--- src/rtl/prio_arbiter_rr.sv ---
// Registered N-request arbiter with fixed-priority and round-robin modes.
// The winner is captured on the IDLE->GRANT edge and held until the consumer
// acks or the granted requester withdraws its request.
//
// Handshake: a grant is offered while valid = 1. It is retired on the first
// clock edge where ack = 1 or req[grant_idx] = 0. After a grant is retired there
// is always one IDLE cycle before the next grant. ack is ignored while valid = 0.
module prio_arbiter_rr #(
    parameter int N = 8,
    localparam int W = $clog2(N)
) (
    input  logic         clk,
    input  logic         rst_n,
    input  logic [N-1:0] req,
    input  logic         en,
    input  logic         rr_mode,
    input  logic         ack,
    output logic         valid,
    output logic [W-1:0] grant_idx,
    output logic [N-1:0] grant_oh,
    output logic         any_req,
    output logic         dbg_state
);

    typedef enum logic {
        IDLE  = 1'b0,
        GRANT = 1'b1
    } state_t;

    state_t       state_q, state_d;
    logic [W-1:0] idx_q, idx_d;
    logic [W-1:0] ptr_q, ptr_d;
    logic         any_req_q;

    logic [W-1:0] fx_win;
    logic [W-1:0] rr_win;
    logic [W-1:0] rr_cand;
    logic         rr_hit;

    // Fixed priority: the highest set index wins, so later loop hits override.
    always_comb begin
        fx_win = '0;
        for (int i = 0; i < N; i++) begin
            if (req[i]) fx_win = W'(i);
        end
    end

    // Round-robin: scan ptr, ptr-1, ..., 0, N-1, ..., ptr+1; the first hit wins.
    always_comb begin
        rr_cand = ptr_q;
        rr_win  = ptr_q;
        rr_hit  = 1'b0;
        for (int k = 0; k < N; k++) begin
            if (!rr_hit && req[rr_cand]) begin
                rr_hit = 1'b1;
                rr_win = rr_cand;
            end
            rr_cand = (rr_cand == '0) ? W'(N - 1) : rr_cand - 1'b1;
        end
    end

    // Next-state logic: capture the winner on entry, retire on ack or withdrawal.
    always_comb begin
        state_d = state_q;
        idx_d   = idx_q;
        ptr_d   = ptr_q;
        case (state_q)
            IDLE: begin
                if (en && (|req)) begin
                    state_d = GRANT;
                    idx_d   = rr_mode ? rr_win : fx_win;
                end
            end
            GRANT: begin
                if (ack || !req[idx_q]) begin
                    state_d = IDLE;
                    idx_d   = '0;
                    ptr_d   = (idx_q == '0) ? W'(N - 1) : idx_q - 1'b1;
                end
            end
            default: begin
                state_d = IDLE;
                idx_d   = '0;
            end
        endcase
    end

    // State, held index, rotation pointer and the registered any-request flag.
    always_ff @(posedge clk or negedge rst_n) begin
        if (!rst_n) begin
            state_q   <= IDLE;
            idx_q     <= '0;
            ptr_q     <= W'(N - 1);
            any_req_q <= 1'b0;
        end else begin
            state_q   <= state_d;
            idx_q     <= idx_d;
            ptr_q     <= ptr_d;
            any_req_q <= |req;
        end
    end

    assign valid     = (state_q == GRANT);
    assign grant_idx = idx_q;
    assign grant_oh  = valid ? (N'(1) << idx_q) : '0;
    assign any_req   = any_req_q;
    assign dbg_state = state_q;

endmodule

--- config.mk ---
export PLATFORM = sky130hd
export DESIGN_NAME = prio_arbiter_rr
export DESIGN_NICKNAME = d
export VERILOG_FILES = /design/src/rtl/prio_arbiter_rr.sv
export SDC_FILE = /design/constraint.sdc
export NUM_CORES = 1
export LEC_CHECK = 0
export CORE_AREA = 2 2 77 79
export DETAILED_ROUTE_END_ITERATION = 12
export DIE_AREA = 0 0 79 81
export GPL_TIMING_DRIVEN = 0
export SETUP_SLACK_MARGIN = 0.2
export SYNTH_ARGS = -nofsm -noshare
export SYNTH_HDL_FRONTEND = slang
export SYNTH_SLANG_ARGS = --single-unit
--- constraint.sdc ---
create_clock -name clk -period 4.2 [get_ports clk]
set_input_delay 0.84 -clock clk [delete_from_list [all_inputs] [get_ports clk]]
set_output_delay 0.84 -clock clk [all_outputs]
set_load 0.02 [all_outputs]
After elaboration in Yosys (flattened, before gate mapping)

Cells that the tools add are included.

Word-level logic and storage cells: 108
Memories: 0
Bits in read-only memories: 0
Register bits: 8
RAM bits: 0
Latch bits: 0

$lt $le $gt $ge: 9
$mul: 0
Div/mod/pow operators: 0
Reductions and logical operators: 28
$add $sub $neg: 8
Equality and inequality tests: 2
Shift operators: 1
Bitwise gates (word level): 1
Mux-type cells: 55

Operators by type and width:

| kind                                                                         | number |
|---|---|
| 3-bit two-way mux                                                            | 22 |
| 3-bit by 4-bit less-than comparator with 1-bit output, second input constant | 9 |
| 1-bit binary-select mux with 3-bit select                                    | 9 |
| 3-bit logical NOT                                                            | 8 |
| 3-bit by 1-bit subtractor with 3-bit output, second input constant           | 8 |
| 1-bit two-way mux                                                            | 19 |
| 1-bit logical AND                                                            | 8 |
| 1-bit logical NOT                                                            | 8 |
| 8-bit two-way mux                                                            | 1 |
| 8-bit OR reduction                                                           | 1 |
| 1-bit by 3-bit << shifter with 8-bit output, first input constant            | 1 |
| 3-bit one-hot mux with 2 select lines                                        | 1 |
| 2-bit two-way mux                                                            | 2 |
| 2-bit AND reduction                                                          | 2 |
| 2-bit by 1-bit inequality test with 1-bit output, second input constant      | 1 |
| 2-bit inequality test, second input constant                                 | 1 |
| 1-bit one-hot mux with 2 select lines                                        | 1 |
| 1-bit logical OR                                                             | 1 |
| 1-bit NOT                                                                    | 1 |

Longest topological paths before layout

Gate-level depths: netlist of run 1.

Word-level depth: 27
Depth in mapped cells: 19

Worst setup path after synthesis of run 1

OpenSTA, ideal clock, no wires.

Path kind: register to register
Start point: register ptr_q[0]
End point: register idx_q[2], in the netlist grant_idx[2]
Library setup time: 0.125 ns
Path slack: -0.226 ns
Period minus slack after synthesis: 4.426 ns
Cell stages (with the launch flop): 20
Data required time: 4.075 ns
Arrival time: 4.301 ns
Path through: dfstp_2 > buf_4 > inv_1 > ha_1 > nand2b_4 > nand2_8 > inv_4 > clkbuf_1 > ha_1 > clkbuf_1 > nor3b_1 > a221oi_1 > o21ai_0 > o41a_4 > mux2_4 > or4_4 > a2111oi_0 > a21bo_2 > o211ai_2 > a21oi_2

Word-level cells in the longest chain between the ends: 27

Ends and longest elaborated chain:

| what                                                                                 | line | RTL |
|---|---|---|
| start: declaration                                                                   | 32   | `logic [W-1:0] ptr_q, ptr_d;` |
| start signal: assignment                                                             | 93   | `ptr_q <= W'(N - 1);` |
| start signal: assignment                                                             | 98   | `ptr_q <= ptr_d;` |
| branches (longest 23 deep; another with 3-bit by 1-bit subtractor with 3-bit output) | --   |  |
| 3-bit two-way mux *                                                                  | 54   | `if (!rr_hit && req[rr_cand]) begin` |
| 3-bit two-way mux *                                                                  | 71   | `idx_d = rr_mode ? rr_win : fx_win;` |
| 3-bit two-way mux *                                                                  | 69   | `if (en && (\|req)) begin` |
| 3-bit one-hot mux with 2 select lines *                                              | 67   | `case (state_q)` |
| end signal: assignment                                                               | 97   | `idx_q <= idx_d;` |
| end: declaration                                                                     | 31   | `logic [W-1:0] idx_q, idx_d;` |

Every way passes the cells marked *. The select of a mux whose other input is x is not followed.
A chain may end at the register's enable or synchronous reset.

Worst setup path after layout of run 1

Start point: input req[6]
End point: register idx_q[2], in the netlist grant_idx[2]

Word-level cells in the longest chain between the ends: 27

Ends and longest elaborated chain:

| what                                      | line | RTL |
|---|---|---|
| start: declaration                        | 14   | `input logic [N-1:0] req,` |
| 1-bit binary-select mux with 3-bit select | 54   |  |
| 1-bit two-way mux (not written as such)   | 54   |  |
| 1-bit two-way mux                         | 54   |  |
| 1-bit logical NOT                         | 54   |  |
| 1-bit logical AND                         | 54   |  |
| 1-bit two-way mux                         | 54   |  |
| 1-bit logical NOT                         | 54   |  |
| 1-bit logical AND                         | 54   |  |
| [... 11 more ...]                         | --   |  |
| 1-bit logical AND                         | 54   |  |
| 1-bit two-way mux                         | 54   |  |
| 1-bit logical NOT                         | 54   |  |
| 1-bit logical AND                         | 54   |  |
| 3-bit two-way mux                         | 54   |  |
| 3-bit two-way mux                         | 71   |  |
| 3-bit two-way mux                         | 69   |  |
| 3-bit one-hot mux with 2 select lines     | 67   |  |

Several ways; a longest one is shown, not always the timed one. The select of a mux whose other input is x is not followed.

==> impl_metrics.prom, run 1 <==
# TYPE chip_impl_metric gauge
chip_impl_metric{name="timing.max_cap.violations",unit=""} 0
chip_impl_metric{name="insertedDiodeCount",unit=""} 0
chip_impl_metric{name="critPathMaxStageDelay",unit="ns"} 0.62
chip_impl_metric{name="viasPerCell",unit=""} 5.842
chip_impl_info{name="crit_path_start",value="req[6]"} 1
chip_impl_metric{name="routed-wl-met2",unit="mm"} 3.243
chip_impl_info{name="min_path_type",value="reg2reg"} 1
chip_impl_metric{name="routed_wire_length",unit="mm"} 6.739
chip_impl_info{name="synthFlopType",value="dfrtp_1"} 1
chip_impl_metric{name="core.rowCount",unit=""} 28
chip_impl_metric{name="number_of_enable_flip_flop_cells_after_synthesis",unit=""} 0
chip_impl_metric{name="routed-wl-met3",unit="um"} 363
chip_impl_info{name="worstSetupStartpointType",value="primary input"} 1
chip_impl_metric{name="grt_first_pass_wirelength",unit="mm"} 10.32
chip_impl_metric{name="finalCritPeriodShare",unit=""} 0.9391
chip_impl_metric{name="layout-drive-gt1-share",unit=""} 0.3065
chip_impl_metric{name="yosys.area_share.adder",unit=""} 0.08591
chip_impl_info{name="grt_setup_unrepaired",value="true"} 1
chip_impl_metric{name="synth-seq-cells",unit=""} 8
chip_impl_info{name="worstHoldStart",value="ptr_q[1]"} 1
chip_impl_metric{name="clkLatencyLatePin",unit="ns"} 0.23
chip_impl_info{name="worstSetupEndpointType",value="flip-flop"} 1
chip_impl_metric{name="cts_htree_levels",unit=""} 1
chip_impl_metric{name="ios",unit=""} 27
chip_impl_metric{name="synth_compound_gate_area_share",unit=""} 0.2892
chip_impl_metric{name="die_y",unit="um"} 81
chip_impl_info{name="worstSetupPathType",value="in2reg"} 1
chip_impl_info{name="slowest_stage",value="or4_4"} 1
chip_impl_metric{name="per_instance_average_area_after_synthesis",unit="um^2"} 7.944
chip_impl_metric{name="num-nets-final",unit=""} 365
chip_impl_metric{name="yosysWarnings",unit=""} 0
chip_impl_info{name="clk_root_buffer_cell",value="clkbuf_8"} 1
chip_impl_metric{name="postSynthNetCount",unit=""} 303
chip_impl_metric{name="finalWeightedCongestion",unit=""} 0.8570
chip_impl_metric{name="first_global_vias",unit=""} 2089
chip_impl_info{name="combinational_family_with_the_most_area_after_synthesis",value="compound AO/OA/AOI/OAI gates"} 1
chip_impl_metric{name="final_cell_area",unit="um^2"} 3038
chip_impl_metric{name="final_max_slew_viol_count",unit=""} 0
chip_impl_metric{name="initial_core_util",unit=""} 0.3849
chip_impl_metric{name="drt_first_pass_iters",unit=""} 5
chip_impl_metric{name="grt_start_max_net_pins",unit=""} 14
chip_impl_metric{name="drc",unit=""} 0
chip_impl_metric{name="finalSetupViolations",unit=""} 0
chip_impl_metric{name="worst_clock_skew",unit="ns"} 0.006037
chip_impl_metric{name="portBuffers",unit=""} 24
chip_impl_metric{name="postLayoutCoreUtil",unit=""} 0.5353
chip_impl_metric{name="grt_util_all_layers",unit=""} 0.2017
chip_impl_metric{name="synthesis.area",unit="um^2"} 2185
chip_impl_metric{name="fmax",unit="GHz"} 0.2535
chip_impl_metric{name="worst-slew-pin-transition",unit="ns"} 0.4861
chip_impl_info{name="cts_tree",value="yes"} 1
chip_impl_metric{name="postRouteAntennaNets",unit=""} 0
chip_impl_info{name="path_cells",value="clkdlybuf4s50_1, and3_1, a21o_1, mux4_2, or2_1, or4_4, a211oi_4, nand3_2, o211a_1, a21oi_2"} 1
chip_impl_metric{name="clk_path_buf_depth",unit=""} 2
chip_impl_metric{name="synth_simple_gate_area_share",unit=""} 0.2486
chip_impl_metric{name="finalHoldWorstSlack",unit="ns"} 0.5352
chip_impl_metric{name="fp.dieArea",unit="um^2"} 6399
chip_impl_metric{name="ff2ff_setup_slack",unit="ns"} 0.27
chip_impl_metric{name="die_w",unit="um"} 79
chip_impl_metric{name="routedWlPerCell",unit="um"} 16.40
chip_impl_metric{name="globalRouteOverflowTotal",unit=""} 0
chip_impl_metric{name="synth_xor_xnor_area_share",unit=""} 0
chip_impl_metric{name="cp_data_arrival_time",unit="ns"} 4.11
chip_impl_metric{name="yosysUniqueCellTypes",unit=""} 68
chip_impl_metric{name="max_slew_margin",unit=""} 0.6759
chip_impl_metric{name="multiplexer_area_fraction_after_synthesis",unit=""} 0.2268
chip_impl_metric{name="timing.critical_path.required",unit="ns"} 4.37
chip_impl_metric{name="cts.hold.buffers_added",unit=""} 0
chip_impl_metric{name="tritoncts_num_sinks",unit=""} 8
chip_impl_metric{name="placement.cell_area",unit="um^2"} 2577
chip_impl_metric{name="initialDrtViolationCount",unit=""} 192
chip_impl_info{name="cpLargestDelayFamily",value="simple AND/OR/NAND/NOR gates"} 1
chip_impl_metric{name="path_clk_slew",unit="ns"} 0.04
chip_impl_metric{name="hold_viol_final",unit=""} 0
chip_impl_metric{name="drt-met1-wl",unit="mm"} 3.007
chip_impl_metric{name="critPathMaxFanout",unit=""} 9
chip_impl_metric{name="core-area",unit="um^2"} 5675
chip_impl_metric{name="worstPathBufferInverterCount",unit=""} 1
chip_impl_metric{name="finalCriticalPeriod",unit="ns"} 3.944
chip_impl_metric{name="async_reset_ff_frac",unit=""} 1.000
chip_impl_metric{name="dp.final_hpwl",unit="mm"} 4.675
chip_impl_info{name="topRoutingLayerUsed",value="met4"} 1
chip_impl_metric{name="number_of_antenna_violations_at_the_first_check_in_global_routing",unit=""} 0
chip_impl_metric{name="layout-area-overhead-vs-synth",unit="%"} 39.06
chip_impl_metric{name="synth_seq_area_share",unit=""} 0.09336
chip_impl_info{name="rr_startpoint",value="ptr_q[1]"} 1
chip_impl_metric{name="num_vias",unit=""} 2401
chip_impl_metric{name="numCtsBuffers",unit=""} 3
chip_impl_metric{name="post_synth_inst_count",unit=""} 275
chip_impl_info{name="status",value="finished clean"} 1
[synth_stat cells (all sizes together) (2+ instances only)]
cell     instances  share of area
inv             12          0.022
nor2            27          0.046
a2111oi          3          0.012
mux2             8          0.046
a31o             2         0.0080
ha              15          0.086
a21oi           17          0.041
o21ai           10          0.023
a21o             6          0.021
or2              3         0.0086
nand2           33          0.064
or3              2         0.0057
and2             4          0.011
and3             7          0.020
clkbuf          13          0.022
or4              2         0.0086
o2111a           2          0.010
nor2b            2         0.0057
nand3            8          0.026
o31ai            4          0.014
nand2b           3          0.012
dfrtp            5          0.057
a22oi            3          0.013
a21boi           2         0.0069
buf              3          0.012
o211ai           2         0.0092
mux4             8          0.088
o211a            2         0.0092
a31oi            5          0.014
o21bai           2         0.0069
nor3            10          0.023
a221oi           2         0.0080
o21a             4          0.014
mux2i           19          0.093
a22o             2         0.0086
dfstp            3          0.036
a211oi           8          0.038
[worst reg2reg max path, delay by kind of cell (launching register included)]
family / cells / cell delay [ns]
AO/OA/AOI/OAI: 6 / 1.38
adder cells (fa/ha/maj): 2 / 0.43
buffers and inverters: 2 / 0.16
flip-flops: 1 / 0.57
multiplexers: 1 / 0.32
AND/OR/NAND/NOR: 4 / 1.01
[metal layers]
layer	GRT usage	up-vias
met5	0	-
met4	0.04828	0
met3	0.02333	16
met2	0.3381	89
met1	0.2786	1141
li1	-	1155
[layout by cell type (no fill, tap or decap), drive strengths merged, types with 10 or more instances in the layout]
master | Yosys | routed
a21oi | 17 | 17
buf | 3 | 37
clkbuf | 13 | 16
clkdlybuf4s50 | 0 | 24
ha | 15 | 15
inv | 12 | 11
mux2i | 19 | 19
nand2 | 33 | 33
nor2 | 27 | 27
nor3 | 10 | 10
o21ai | 10 | 10
[registers in the layout, indices dropped and copies added (netlist names)]
signal and count:
grant_idx 3, ptr_q 3, any_req 1, dbg_state 1
[repair_timing]
| action | in CTS | in global routing |
|---|---|---|
| setup buffers | 13 | 19 |
| gates cloned | 0 | 1 |
| resized for setup | 22 | 23 |
| pin swaps | 7 | 16 |
| endpoints found under the setup margin | 3 | 3 |
[layout make-up]
class	instances	area (um^2)
fill	539	2638
multi-input combinational	239	2026
timing repair buffer	57	491.7
sequential	8	203.9
buffer	16	117.6
tap	75	93.84
inverter	12	60.06
clock buffer	4	45.04
[metrics by stage]
stage	cells	setup slack, ns	setup TNS [ns]
after floorplan	275	0.2046	0
after global placement	374	-0.2604	-0.6626
after detailed placement	374	-0.2529	-0.6178
after CTS	391	0.2027	0
after global routing	411	0.1574	0
final	411	0.2558	0
[worst paths after layout]
check | endpoint | depth (start not counted)
worst min register to register | ptr_q[1] | 2
worst max-delay path | grant_idx[2] | 10
max in group asynchronous | ptr_q[1] | 1
min in group asynchronous | dbg_state | 1
worst max register to register | grant_idx[2] | 15
worst min-delay path | ptr_q[1] | 2
[cell families (layout without fill, tap and decap cells)]
group / Yosys count / count (layout)
compound gates: 83 / 83
fa+ha+maj: 15 / 15
buf+inv: 28 / 89
flops: 8 / 8
mux: 35 / 35
simple gates: 106 / 106
Power of run 1 is not shown: default switching activity piles up to over one toggle a cycle in this logic, so the estimate is an artifact.
==> inputs of run 2 (changes only) <==
--- a/config.mk
+++ b/config.mk
@@ -5,6 +5,7 @@
 export SDC_FILE = /design/constraint.sdc
 export NUM_CORES = 1
 export LEC_CHECK = 0
+export CAP_MARGIN = 20
 export CORE_AREA = 2 2 77 79
 export DETAILED_ROUTE_END_ITERATION = 12
 export DIE_AREA = 0 0 79 81
==> results of run 2 <==
Final layout, timing and power as in run 1 (identical DEF).
Power of run 2 is left out for the same reason.
==> RTL change 1 (settings of run 1) <==
Reset style: synchronous (`rst_n`), changed in one clocked block.
--- a/src/rtl/prio_arbiter_rr.sv
+++ b/src/rtl/prio_arbiter_rr.sv
@@ -88,3 +88,3 @@
     // State, held index, rotation pointer and the registered any-request flag.
-    always_ff @(posedge clk or negedge rst_n) begin
+    always_ff @(posedge clk) begin
         if (!rst_n) begin
Behaviour: differs if rst_n is asserted again (counterexample within 4 cycles, from zero or initial values and one cycle with rst_n low); with rst_n held inactive, the same outputs for 10 cycles.
==> RTL change 1 against run 1 <==
Die area unchanged. Hold slack improved by 0.12 ns. Via count decreased by 3.5%. Wire length decreased by 3.4%. Critical path depth increased by 9. First-iteration DRC count decreased by 35%. Final area decreased by 12%. Setup slack improved by 0.16 ns. Sequential cell count unchanged. Synthesized area decreased by 3.3%.
Power is left out: it rests on default switching activity, and per cell area and clock period it moved more than threefold.
==> RTL change 1: results (changes against run 1) <==
metric,value,unit,change
synthTopCellsByArea,"mux4_2 12%, ha_1 7.7%, dfxtp_1 7.6%, nand2_1 5.9%, mux2i_1 5.7%",,
crit_start,ptr_q[0],,
instances_no_fill,388,,-5.6%
fmax,264,MHz,+4.2%
cp-endpoint,grant_idx[0],,
critical_path_arrival,3.90,ns,-0.21 ns
wl_met2,3060,µm,-5.8%
cts-root-buf,clkbuf_8,,
hp-start,dbg_state,,
final_nets,341,,-6.6%
synthAdderAreaFrac,0.0770,,-0.00894
synth_seq_area_share,0.0758,,-0.0176
crit_family,compound AO/OA/AOI/OAI gates,,
slowest_delay,0.36,ns,-0.26 ns
status,"finished, final reports clean",,
gp_congestion,0.918,,+7.1%
dp_cells,372,,-0.53%
crit_fanout,10,,+1
antenna_cells,0,,unchanged
dpl_worst_slack,-0.316,ns,-0.0629 ns
crit_slowest_cell,mux2_4,,
cts.repair.resized,8,,-64%
r2r_cells,19,,+4
synth_xor_area_frac,0,,unchanged
globalRouteMet1Util,0.293,,+0.0144
numPortBuffers,22,,-8.3%
worst_hold_slack,0.659,ns,+0.124 ns
met1_length,3060,µm,+1.6%
synth_ff_type,dfxtp_1,,
layout-drive-gt1-share,0.211,,-0.0957
met2_usage,0.356,,+0.0178
fin_skew,0.0000986,ns,-0.00594 ns
first_iter_violations,125,,-35%
wl_met3,344,µm,-5.2%
placed_area,2430,µm²,-5.8%
dpl.hpwl,4840,µm,+3.5%
first_global_vias,2217,,+6.1%
drt-wirelength-per-cell,16.8,µm,+2.4%
post_cts_buffers,8,,-5
ys_top_cells_by_count,"33 x nand2_1, 23 x a21oi_1, 21 x nor2_1, 14 x nand3_1, 13 x ha_1",,
grt_pass1_wl,10900,µm,+5.8%
min_to,dbg_state,,
async_reset_ff_frac,0,,-1.00
synth_compound_area_frac,0.266,,-0.0234
via_per_inst,5.97,,+2.2%
fill_cells,596,,+11%
worst_pin_slew,0.582,ns,+0.0957 ns
grt_use_total,0.211,,+0.00916
firstDrtPassIters,4,,-1
[RTL change 1: cell count changes in the layout (fill, tap and decap cells not counted), moves of 6 or more]
cell,run 1,this run
buf_4,33,14
mux4_2,5,11
nand4_1,1,7
dfxtp_1,0,7
a21oi_1,15,23
nand3_1,6,14
[RTL change 1: worst register-to-register path, delay by kind of cell (launching register included)]
family	cells	cell delay, ns
buffers and inverters	5	0.72
and+or+nand+nor	4	0.53
AOI/OAI and AO/OA	6	1.08
muxes	2	0.68
DFF	1	0.30
adders and majority gates	2	0.37
[RTL change 1: layout make-up]
| type | count | area [µm²] | share of cell area |
|---|---|---|---|
| Multi-Input combinational cell | 241 | 1920 | 0.716 |
| Timing Repair Buffer | 35 | 318 | 0.119 |
| Sequential cell | 8 | 161 | 0.0602 |
| Tap cell | 75 | 93.8 | 0.0350 |
| Buffer | 13 | 83.8 | 0.0313 |
| Inverter | 13 | 62.6 | 0.0233 |
| Clock buffer | 3 | 41.3 | 0.0154 |
==> RTL change 2 (flow settings as in run 1) <==
Without the edit above. Add an input register stage for `rr_mode`, without a reset; this delays it by one clock. The other inputs are not delayed to match.
--- a/src/rtl/prio_arbiter_rr.sv
+++ b/src/rtl/prio_arbiter_rr.sv
@@ -28,2 +28,8 @@
     } state_t;
+
+    logic rr_mode_q;
+
+    always_ff @(posedge clk) begin
+        rr_mode_q <= rr_mode;
+    end
 
@@ -70,3 +76,3 @@
                     state_d = GRANT;
-                    idx_d   = rr_mode ? rr_win : fx_win;
+                    idx_d   = rr_mode_q ? rr_win : fx_win;
                 end
Check against the original RTL: not equivalent (Yosys sat finds a counterexample within 4 cycles, from zero or initial values and one cycle with rst_n low).
==> RTL change 2 against run 1 <==
Final area is 7.8% lower. Sequential share of layout area is 1.3 points higher. Critical endpoint unchanged. Largest cell class unchanged. Global-route usage up 1.9 points. Synthesized area down 11%. First-iteration DRC count is 13% higher. Sequential cell count rose by 1. Setup slack got worse by 0.13 ns. Wire length down 0.28%. Final cell count down 6.6%. Synthesized cell count shrank 7.6%.
Power is not shown: default switching activity piles up to over one toggle a cycle in this logic, so the estimate is an artifact.
==> RTL change 2: results (changes against run 1) <==
metric,value,unit,change
cts.repair.resized,26,,+18%
gp_congestion,0.896,,+4.6%
fill_cells,569,,+5.6%
fin_skew,0.00897,ns,+0.00293 ns
ys_top_cells_by_count,"28 x nor2_1, 20 x nand2_1, 16 x nand3_1, 13 x a21oi_1, 13 x ha_1",,
layout-drive-gt1-share,0.301,,-0.00558
critical_path_arrival,4.18,ns,+0.07 ns
first_iter_violations,217,,+13%
grt_pass1_wl,11200,µm,+8.8%
placed_area,2360,µm²,-8.3%
synthTopCellsByArea,"mux4_2 9.2%, ha_1 8.3%, dfrtp_1 6.4%, nor2_1 5.4%, mux2i_1 4.6%",,
post_cts_buffers,18,,+5
avgSynthCellArea,7.69,µm²,-3.1%
final_nets,336,,-7.9%
synth_seq_area_share,0.115,,+0.0212
routed_wl,6720,µm,-0.28%
dp_cells,352,,-5.9%
grt_use_total,0.221,,+0.0193
worst_pin_slew,0.615,ns,+0.129 ns
synth_cell_types,67,,-1.5%
async_reset_ff_frac,0.889,,-0.111
crit_fanout,7,,-2
met1_length,3020,µm,+0.30%
numPortBuffers,23,,-4.2%
via_count,2235,,-6.9%
dpl.hpwl,4790,µm,+2.6%
met2_usage,0.396,,+0.0576
first_global_vias,2234,,+6.9%
globalRouteMet1Util,0.287,,+0.00856
synth_nets,280,,-7.6%
status,"finished, final reports clean",,
wl_met2,3300,µm,+1.9%
## RTL change 2: cell count changes after synthesis, sizes merged, moves of 5 or more
cell,delta
a21o,-5
mux2,-7
mux2i,-10
nand2,-13
nand3,+8
## RTL change 2: path summary, 6_finish.rpt
| path | slack [ns] | to | start | cells past startpoint |
|---|---|---|---|---|
| max | 0.13 | grant_idx[2] | ptr_q[0] | 16 |
| min | 0.57 | grant_idx[0] | rr_mode_q | 1 |
| max reg2reg | 0.13 | grant_idx[2] | ptr_q[0] | 16 |
| min reg2reg | 0.57 | grant_idx[0] | rr_mode_q | 1 |
| max in group asynchronous | 2.99 | ptr_q[2] | rst_n | 1 |
| min in group asynchronous | 0.89 | grant_idx[0] | rst_n | 1 |
## RTL change 2: area by class of cell
| class | count | area (µm²) | area share |
|---|---|---|---|
| multi-input combinational | 219 | 1830 | 0.652 |
| timing repair buffer | 51 | 440 | 0.157 |
| sequential | 9 | 224 | 0.0799 |
| buffer | 14 | 104 | 0.0371 |
| tap | 75 | 93.8 | 0.0335 |
| inverter | 12 | 67.6 | 0.0241 |
| clock buffer | 4 | 45.0 | 0.0161 |
## RTL change 2: worst reg2reg max path, delay by kind of cell (launching register included)
family | cells | cell delay (ns)
buffers and inverters | 3 | 0.26
AOI/OAI and AO/OA | 3 | 0.84
adders and majority gates | 2 | 0.40
and+or+nand+nor | 8 | 1.88
DFF | 1 | 0.57
## RTL change 2: kinds of logic after synthesis
| logic type | count (synthesis) | share of synthesized area |
|---|---|---|
| adder cells (fa/ha/maj) | 13 | 0.0832 |
| flip-flops | 9 | 0.115 |
| buffers and inverters | 26 | 0.0570 |
| AND/OR/NAND/NOR | 111 | 0.311 |
| AO/OA/AOI/OAI | 77 | 0.291 |
| multiplexers | 18 | 0.144 |
